File: config.mk
export PLATFORM = sky130hd
export DESIGN_NAME = uart_rx
export DESIGN_NICKNAME = d
export VERILOG_FILES = /design/src/rtl/uart_pkg.sv /design/src/rtl/uart_rx_sampler.sv /design/src/rtl/uart_rx.sv
export SDC_FILE = /design/constraint.sdc
export NUM_CORES = 1
export LEC_CHECK = 0
export CAP_MARGIN = 20
export CORE_MARGIN = 3
export CORE_UTILIZATION = 50
export CTS_BUF_LIST = sky130_fd_sc_hd__clkbuf_4 sky130_fd_sc_hd__clkbuf_8
export CTS_CLUSTER_DIAMETER = 30
export DETAILED_ROUTE_END_ITERATION = 8
export DONT_BUFFER_PORTS = 1
export GPL_TIMING_DRIVEN = 0
export PLACE_DENSITY_LB_ADDON = 0.25
export REMOVE_ABC_BUFFERS = 1
export SLEW_MARGIN = 15
export SYNTH_ARGS = -nofsm -noshare
export SYNTH_HDL_FRONTEND = slang
export SYNTH_SLANG_ARGS = --single-unit
export TNS_END_PERCENT = 50
File: constraint.sdc
create_clock -name clk -period 3.05 [get_ports clk]
set_clock_uncertainty 0.05 [all_clocks]
set_input_delay 0.7625 -clock clk [delete_from_list [all_inputs] [get_ports clk]]
set_output_delay 0.7625 -clock clk [all_outputs]
set_load 0.005 [all_outputs]
File: src/rtl/uart_pkg.sv
// Types and constants shared by the UART receiver and transmitter.
package uart_pkg;

    typedef enum logic [2:0] {
        IDLE,
        START,
        DATA,
        PARITY,
        STOP
    } rx_state_e;

    localparam logic PAR_EVEN = 1'b0;
    localparam logic PAR_ODD  = 1'b1;

endpackage

File: src/rtl/uart_rx_sampler.sv
// Per-bit timing for the receiver: edge counter, three mid-bit samples and
// a majority vote on the synchronized line.
module uart_rx_sampler #(
    parameter int PRESCALE_WIDTH = 6
) (
    input  logic                      clk,
    input  logic                      rst,
    input  logic                      rx_s_i,
    input  logic                      start_i,
    input  logic                      run_i,
    input  logic [PRESCALE_WIDTH-1:0] prescale_i,
    output logic                      bit_val_o,
    output logic                      bit_strobe_o,
    output logic                      bit_end_o
);

    localparam logic [PRESCALE_WIDTH-1:0] ONE = 1;

    logic [PRESCALE_WIDTH-1:0] cnt_q, cnt_d;
    logic [PRESCALE_WIDTH-1:0] half;
    logic                      s0_q, s1_q;

    assign half         = prescale_i >> 1;
    assign bit_end_o    = run_i && (cnt_q == prescale_i - ONE);
    assign bit_strobe_o = run_i && (cnt_q == half + ONE);
    assign bit_val_o    = (s0_q & s1_q) | (s0_q & rx_s_i) | (s1_q & rx_s_i);

    // The start-detect cycle is edge 0 of the start bit, so the count resumes at 1.
    always_comb begin
        cnt_d = '0;
        if (start_i)
            cnt_d = ONE;
        else if (run_i)
            cnt_d = bit_end_o ? '0 : cnt_q + ONE;
    end

    always_ff @(posedge clk) begin
        if (rst) begin
            cnt_q <= '0;
            s0_q  <= 1'b1;
            s1_q  <= 1'b1;
        end else begin
            cnt_q <= cnt_d;
            if (run_i && cnt_q == half - ONE) s0_q <= rx_s_i;
            if (run_i && cnt_q == half)       s1_q <= rx_s_i;
        end
    end

endmodule

File: src/rtl/uart_rx.sv
// UART receiver: start/data/parity/stop framing, majority-voted bits,
// one-cycle valid / parity-error / stop-error reports.
module uart_rx
    import uart_pkg::*;
#(
    parameter int DATA_WIDTH     = 8,
    parameter int PRESCALE_WIDTH = 6,
    parameter int BIT_CNT_WIDTH  = 4
) (
    input  logic                      clk,
    input  logic                      rst,
    input  logic                      rx_in,
    input  logic                      par_en,
    input  logic                      par_type,
    input  logic [PRESCALE_WIDTH-1:0] prescale,
    output logic [DATA_WIDTH-1:0]     p_data,
    output logic                      data_valid,
    output logic                      par_err,
    output logic                      stop_err,
    output logic                      busy
);

    localparam logic [BIT_CNT_WIDTH-1:0] LAST_BIT = BIT_CNT_WIDTH'(DATA_WIDTH - 1);

    rx_state_e                 state_q, state_d;
    logic                      rx_meta_q, rx_s_q;
    logic [PRESCALE_WIDTH-1:0] pre_q;
    logic                      par_en_q, par_type_q;
    logic [DATA_WIDTH-1:0]     shreg_q, shreg_d;
    logic [BIT_CNT_WIDTH-1:0]  bit_cnt_q, bit_cnt_d;
    logic                      par_bad_q, par_bad_d;
    logic                      wait_high_q, wait_high_d;
    logic [DATA_WIDTH-1:0]     p_data_q, p_data_d;
    logic                      dv_q, dv_d, pe_q, pe_d, se_q, se_d;
    logic                      start_det, bit_val, bit_strobe, bit_end;

    assign start_det = (state_q == IDLE) && !wait_high_q && !rx_s_q;

    uart_rx_sampler #(.PRESCALE_WIDTH(PRESCALE_WIDTH)) u_sampler (
        .clk          (clk),
        .rst          (rst),
        .rx_s_i       (rx_s_q),
        .start_i      (start_det),
        .run_i        (state_q != IDLE),
        .prescale_i   (pre_q),
        .bit_val_o    (bit_val),
        .bit_strobe_o (bit_strobe),
        .bit_end_o    (bit_end)
    );

    always_comb begin
        state_d     = state_q;
        shreg_d     = shreg_q;
        bit_cnt_d   = bit_cnt_q;
        par_bad_d   = par_bad_q;
        wait_high_d = wait_high_q;
        p_data_d    = p_data_q;
        dv_d        = 1'b0;
        pe_d        = 1'b0;
        se_d        = 1'b0;
        case (state_q)
            IDLE: begin
                par_bad_d = 1'b0;
                bit_cnt_d = '0;
                // After a break the line must go high before a new start counts.
                if (wait_high_q) begin
                    if (rx_s_q) wait_high_d = 1'b0;
                end else if (!rx_s_q) begin
                    state_d = START;
                end
            end
            START: begin
                if (bit_strobe && bit_val) state_d = IDLE;
                else if (bit_end)          state_d = DATA;
            end
            DATA: begin
                if (bit_strobe) shreg_d = {bit_val, shreg_q[DATA_WIDTH-1:1]};
                if (bit_end) begin
                    if (bit_cnt_q == LAST_BIT) state_d = par_en_q ? PARITY : STOP;
                    else                       bit_cnt_d = bit_cnt_q + 1'b1;
                end
            end
            PARITY: begin
                if (bit_strobe) par_bad_d = bit_val ^ (^shreg_q) ^ par_type_q;
                if (bit_end)    state_d = STOP;
            end
            STOP: begin
                // Leave on the decision edge, not the bit end, to tolerate a slow sender.
                if (bit_strobe) begin
                    state_d     = IDLE;
                    wait_high_d = !bit_val;
                    if (par_bad_q)     pe_d = 1'b1;
                    else if (!bit_val) se_d = 1'b1;
                    else begin
                        dv_d     = 1'b1;
                        p_data_d = shreg_q;
                    end
                end
            end
            default: state_d = IDLE;
        endcase
    end

    always_ff @(posedge clk) begin
        if (rst) begin
            state_q     <= IDLE;
            rx_meta_q   <= 1'b1;
            rx_s_q      <= 1'b1;
            pre_q       <= '0;
            par_en_q    <= 1'b0;
            par_type_q  <= 1'b0;
            shreg_q     <= '0;
            bit_cnt_q   <= '0;
            par_bad_q   <= 1'b0;
            wait_high_q <= 1'b0;
            p_data_q    <= '0;
            dv_q        <= 1'b0;
            pe_q        <= 1'b0;
            se_q        <= 1'b0;
        end else begin
            state_q     <= state_d;
            rx_meta_q   <= rx_in;
            rx_s_q      <= rx_meta_q;
            shreg_q     <= shreg_d;
            bit_cnt_q   <= bit_cnt_d;
            par_bad_q   <= par_bad_d;
            wait_high_q <= wait_high_d;
            p_data_q    <= p_data_d;
            dv_q        <= dv_d;
            pe_q        <= pe_d;
            se_q        <= se_d;
            if (state_q == IDLE) begin
                pre_q      <= prescale;
                par_en_q   <= par_en;
                par_type_q <= par_type;
            end
        end
    end

    assign p_data     = p_data_q;
    assign data_valid = dv_q;
    assign par_err    = pe_q;
    assign stop_err   = se_q;
    assign busy       = (state_q != IDLE);

endmodule

## Word level (Yosys, flattened, before mapping)

Cells that the tools add are included.

- Add/subtract/negate cells: 5
- Multiply operators: 0
- Divide/modulo/power cells: 0
- $lt $le $gt $ge: 0
- Eq/ne operators: 18
- Shift operators: 0
- Multiplexer cells: 25
- Bitwise operators: 11
- Reductions and logical operators: 25

Operator list:

| kind | number |
|---|---|
| 3-bit two-way mux | 9 |
| 6-bit equality test | 3 |
| 3-bit case mux with 5 select lines | 1 |
| 2-bit != test, second input constant | 6 |
| 1-bit two-way mux | 10 |
| 4-bit two-way mux | 2 |
| 4-bit case mux with 2 select lines | 1 |
| 4-bit OR reduction | 2 |
| 8-bit XOR reduction | 1 |
| 1-bit logical AND | 7 |
| 7-bit AND reduction | 1 |
| 5-bit by 1-bit adder with 6-bit output, second input constant | 1 |
| 6-bit by 1-bit adder with 6-bit output, second input constant | 1 |
| 3-bit by 2-bit equality test with 1-bit output, second input constant | 2 |
| 6-bit by 5-bit equality test with 1-bit output | 1 |
| 2-bit AND reduction | 3 |
| 2-bit nonzero test | 3 |
| 5-bit by 1-bit subtractor with 6-bit output, second input constant | 1 |
| 6-bit by 1-bit subtractor with 6-bit output, second input constant | 1 |
| 4-bit by 1-bit adder with 4-bit output, second input constant | 1 |
| 4-bit by 3-bit equality test with 1-bit output, second input constant | 1 |
| 2-bit by 1-bit != test with 1-bit output, second input constant | 2 |
| 1-bit NOT | 4 |
| 1-bit case mux with 2 select lines | 2 |
| 12 further kinds | 18 |

- Bits in registers: 46
- Latch bits: 0
- RAM bits: 0
- Memory bits (read-only): 0
- Bits of input ports: 11
- Output and inout bits: 12
- Word-level logic and storage cells: 102
- Memories: 0

## Logic depth before layout (Yosys ltp)

- Depth in word-level cells: 7
- Mapped depth: 10
- Gate-level depth less buffers: 8

## By module

A second synthesis with hierarchy kept.

- Cells, all modules: 280
- Area total of the unflattened synthesis: 2453.6 um^2

Modules (own cells, without submodules):

| module | instances | cells an instance | area an instance (um^2) | seq. area each (um^2) |
|---|---|---|---|---|
| uart_rx | 1 | 179 | 1631.6 | 760.7 |
| uart_rx_sampler | 1 | 101 | 822.0 | 160.2 |

## Worst setup path after synthesis

OpenSTA, ideal clock, no wires.

- Path type: register -> register
- From: register pre_q[1]
- To: register bit_cnt_q[3]
- Setup time: 75 ps
- Data arrival time: 2339 ps
- Required time: 2925 ps
- Path slack: 586 ps
- Cell stages (with the launch flop): 9
- Path buffers: 0
- Period minus slack after synthesis: 2464 ps
- Cells stage by stage: dfxtp_1 > inv_1 > ha_1 > o21ba_2 > a221o_1 > a211oi_2 > nand2_2 > or4_1 > a31oi_1

- Longest elaborated chain between the ends: 5

Ends and longest elaborated chain:

| item | line | source |
|---|---|---|
| from (decl) | uart_rx.sv:27 | `logic [PRESCALE_WIDTH-1:0] pre_q;` |
| from (signal assigned) | uart_rx.sv:133 | `pre_q <= prescale;` |
| 6-bit by 1-bit subtractor with 6-bit output | uart_rx_sampler.sv:24 | `assign bit_end_o = run_i && (cnt_q == prescale_i - ONE);` |
| 6-bit equality test | uart_rx_sampler.sv:24 |  |
| 1-bit logical AND | uart_rx_sampler.sv:24 |  |
| 2-bit by 1-bit != test with 1-bit output (no line) | -- |  |
| 3-bit AND reduction (no line) | -- |  |
| to (signal assigned) | uart_rx.sv:125 | `bit_cnt_q <= bit_cnt_d;` |
| to (decl) | uart_rx.sv:30 | `logic [BIT_CNT_WIDTH-1:0] bit_cnt_q, bit_cnt_d;` |

Every way passes these cells.
A chain may end at the register's enable or synchronous reset.

## Worst setup path in the final report

- From: register pre_q[2]
- To: register wait_high_q

- Longest elaborated chain between the ends: 5

Ends and longest elaborated chain:

| item | line | source |
|---|---|---|
| 5-bit by 1-bit adder with 6-bit output | uart_rx_sampler.sv:25 | `assign bit_strobe_o = run_i && (cnt_q == half + ONE);` |
| 6-bit equality test | uart_rx_sampler.sv:25 |  |
| 1-bit logical AND | uart_rx_sampler.sv:25 |  |
| 2-bit != test (no line) | -- |  |
| 2-bit AND reduction (no line) | -- |  |
| to (signal assigned) | uart_rx.sv:127 | `wait_high_q <= wait_high_d;` |
| to (decl) | uart_rx.sv:32 | `logic wait_high_q, wait_high_d;` |

Every way passes these cells.

==> reports/results.tsv <==
metric	value	unit
ANT cells	0	
RSZ-0062 raised after global routing	no	
I/O pin count	23	
via count	2040	
commonest non-fill, non-tap cell in the layout	dfxtp_1	
final WL	5130	um
CP Cell Sequence	inv_1 > ha_1 > xnor2_1 > nand3_1 > nor4_4 > and3_1 > nor2_2 > a2111oi_2	
Nets	308	
clock net sink count	46	
Critical Setup Path Class	flip-flop to flip-flop	
most frequent cells in the layout	45 x dfxtp_1, 25 x nand2_1, 24 x nor2_1	
Die W	77.7	um
status	completed	
crit path DAT	3.02	ns
starting density of the core	53.1	%
Max VDD drop	248	uV
Syn Inst Count	300	
Post-Layout Inst Area	2700	um2
GRT Max-Usage Layer	met2	
R2R Setup Slk	0.20	ns
PD cells	477	nW/um2
Max Transition Viols Final	0	
Buffers on Ports	0	
Worst Setup Start Kind	flip-flop	
Reg-to-Reg Start	pre_q[2]	
minimum clock period after layout	2.85	ns
latest clock arrival within the worst-skew pair	0.31	ns
clk root buf	clkbuf_8	
Non-Filler Instances	359	
placed cell count	351	
DRT iter0 DRCs	116	
DRC	0	
worst min-delay path category	flip-flop to flip-flop	
post-synthesis register bit count	46	
synth unique cells	55	
DP Wirelength	3590	um
Synth-to-Final Area Change	4.76	%
Post-synth EDFFs	0	
CTS tree	yes	
total grt overflow	0	
core box area	4850	um2
CTS clk-pin slew, worst paths	0.09	ns
global-route track usage on met2	27.0	%
# Max-Cap Violations	0	
layout cells sized above 1	9.59	%
yosys warns	0	
Post-Syn Area	2570	um2
hold path cells	1	
GRT Overall Usage	18.1	%
routability cong.	0.812	
Die Y	77.7	um
Critical Path End Type	flip-flop	
CP max stage delay	0.53	ns
Avg Cell Area, Syn	8.58	um2
relative slew slack	58.1	%
largest net degree at the start of global routing	40	
CP top delay family	simple AND/OR/NAND/NOR gates	
Cell Area, Placed	2570	um2
Final period util	93.5	%
global-route wire length before repair	8910	um
setup violators final	0	
worst-margin pin slew	0.621	ns
hold path startpoint	rx_meta_q	
# fillers	441	
Cell Rows	25	
met3 usage	3.36	%
Worst Hold Path EP	rx_s_q	
Max FO, Critical Path	10	
Leak	0.992	nW
worst hold slack	0.363	ns
worst endpoint required time	3.21	ns
drt pass-1 iters	5	
Final Hold Fails	0	
Seq/Total Area, Yosys	35.8	%
ys async rst share	0	%
vias in the first global route	1831	
RR Endpoint	wait_high_q	
routed len/inst	14.3	um
Reg2Reg Depth	8	
vias per cell	5.68	
initial antenna violation count	0	
H-Tree Depth	2	
critical path's slowest cell	dfxtp_1	
Inserted Clock Buffers	5	
Routed Antenna Nets	0	
fmax	351	MHz
met1 Usage GRT	26.1	%
top_reg_cell synth	dfxtp_1	
crit path buf inv count	1	
CTS Buffer Depth	2	
die area	6040	um2
-- worst max path at each step --
stage	depth (start not counted)	start	end
after floorplan	7	state_q[2]	state_q[2]
after global placement	7	state_q[0]	state_q[1]
after detailed placement	8	state_q[0]	wait_high_q
after CTS	8	state_q[0]	wait_high_q
after global routing	8	pre_q[2]	state_q[1]
final	8	pre_q[2]	wait_high_q
-- power by group --
group / internal [mW] / total [mW] / switching [mW]
clock: 0.253 / 0.467 / 0.213
sequential: 0.616 / 0.649 / 0.0328
combinational: 0.0714 / 0.170 / 0.0989
total: 0.941 / 1.29 / 0.345
-- final cells by class --
| cell class | instances | area, um2 | share of cell area (%) |
|---|---|---|---|
| multi-input cells | 230 | 1540 | 57.1 |
| flip-flops and latches | 46 | 922 | 34.2 |
| well taps | 67 | 83.8 | 3.11 |
| clock buffers | 6 | 76.3 | 2.83 |
| clock inverters | 2 | 37.5 | 1.39 |
| inverters | 7 | 30.0 | 1.11 |
| repair buffers | 1 | 7.51 | 0.278 |
-- cell usage after synthesis, types with 5 or more instances --
master / count / area (um2)
a21oi_1: 19 / 95.1
a31oi_1: 5 / 31.3
clkbuf_1: 9 / 33.8
dfxtp_1: 46 / 921
ha_1: 6 / 75.1
inv_1: 7 / 26.3
mux2i_1: 11 / 110
nand2_1: 25 / 93.8
nand3_1: 21 / 105
nor2_1: 24 / 90.1
nor3_1: 6 / 30.0
nor4_1: 5 / 31.3
o21ai_0: 14 / 70.1
xnor2_1: 18 / 158
xor2_1: 12 / 105
-- kinds of logic after synthesis --
kind of cell	Yosys count	synth area share, %
and+or+nand+nor	123	26.2
AOI/OAI and AO/OA	60	15.8
adders and majority gates	6	2.92
DFF	46	35.8
xor gates and xnor gates	30	10.2
buffers and inverters	24	4.81
muxes	11	4.28
-- metrics by stage --
stage	TNS (ns)	util [%]	setup slack (ns)	power (mW)
6_report	0	55.6	0.197	1.29
5_1_grt	0	55.6	0.0121	1.34
4_1_cts	0	55.4	0.0468	1.29
3_5_place_dp	0	53.1	0.0739	0.830
3_3_place_gp	-16.15	52.8	-0.742	0.823
2_1_floorplan	0	-	0.349	0.790
-- routing by layer --
| layer | wire, um | vias to the layer above |
|---|---|---|
| met1 | 2570 | 948 |
| met5 | 0 | - |
| met2 | 2260 | 38 |
| met3 | 237 | 8 |
| met4 | 71 | 0 |
| li1 | - | 1046 |
-- what timing repair did --
action	in CTS	in global routing
resized for setup	0	3
endpoints found under the hold margin	0	0
hold buffers	0	0
buffers inserted	0	0
endpoints found under the setup margin	0	22
-- sequential cells by signal (all words and copies together) (netlist names), 3 cells and up --
name / cells
state_q: 3
pre_q: 6
u_sampler.cnt_q: 6
bit_cnt_q: 4
p_data: 8
shreg_q: 8
Note: power is estimated with default switching activity, not from simulation.
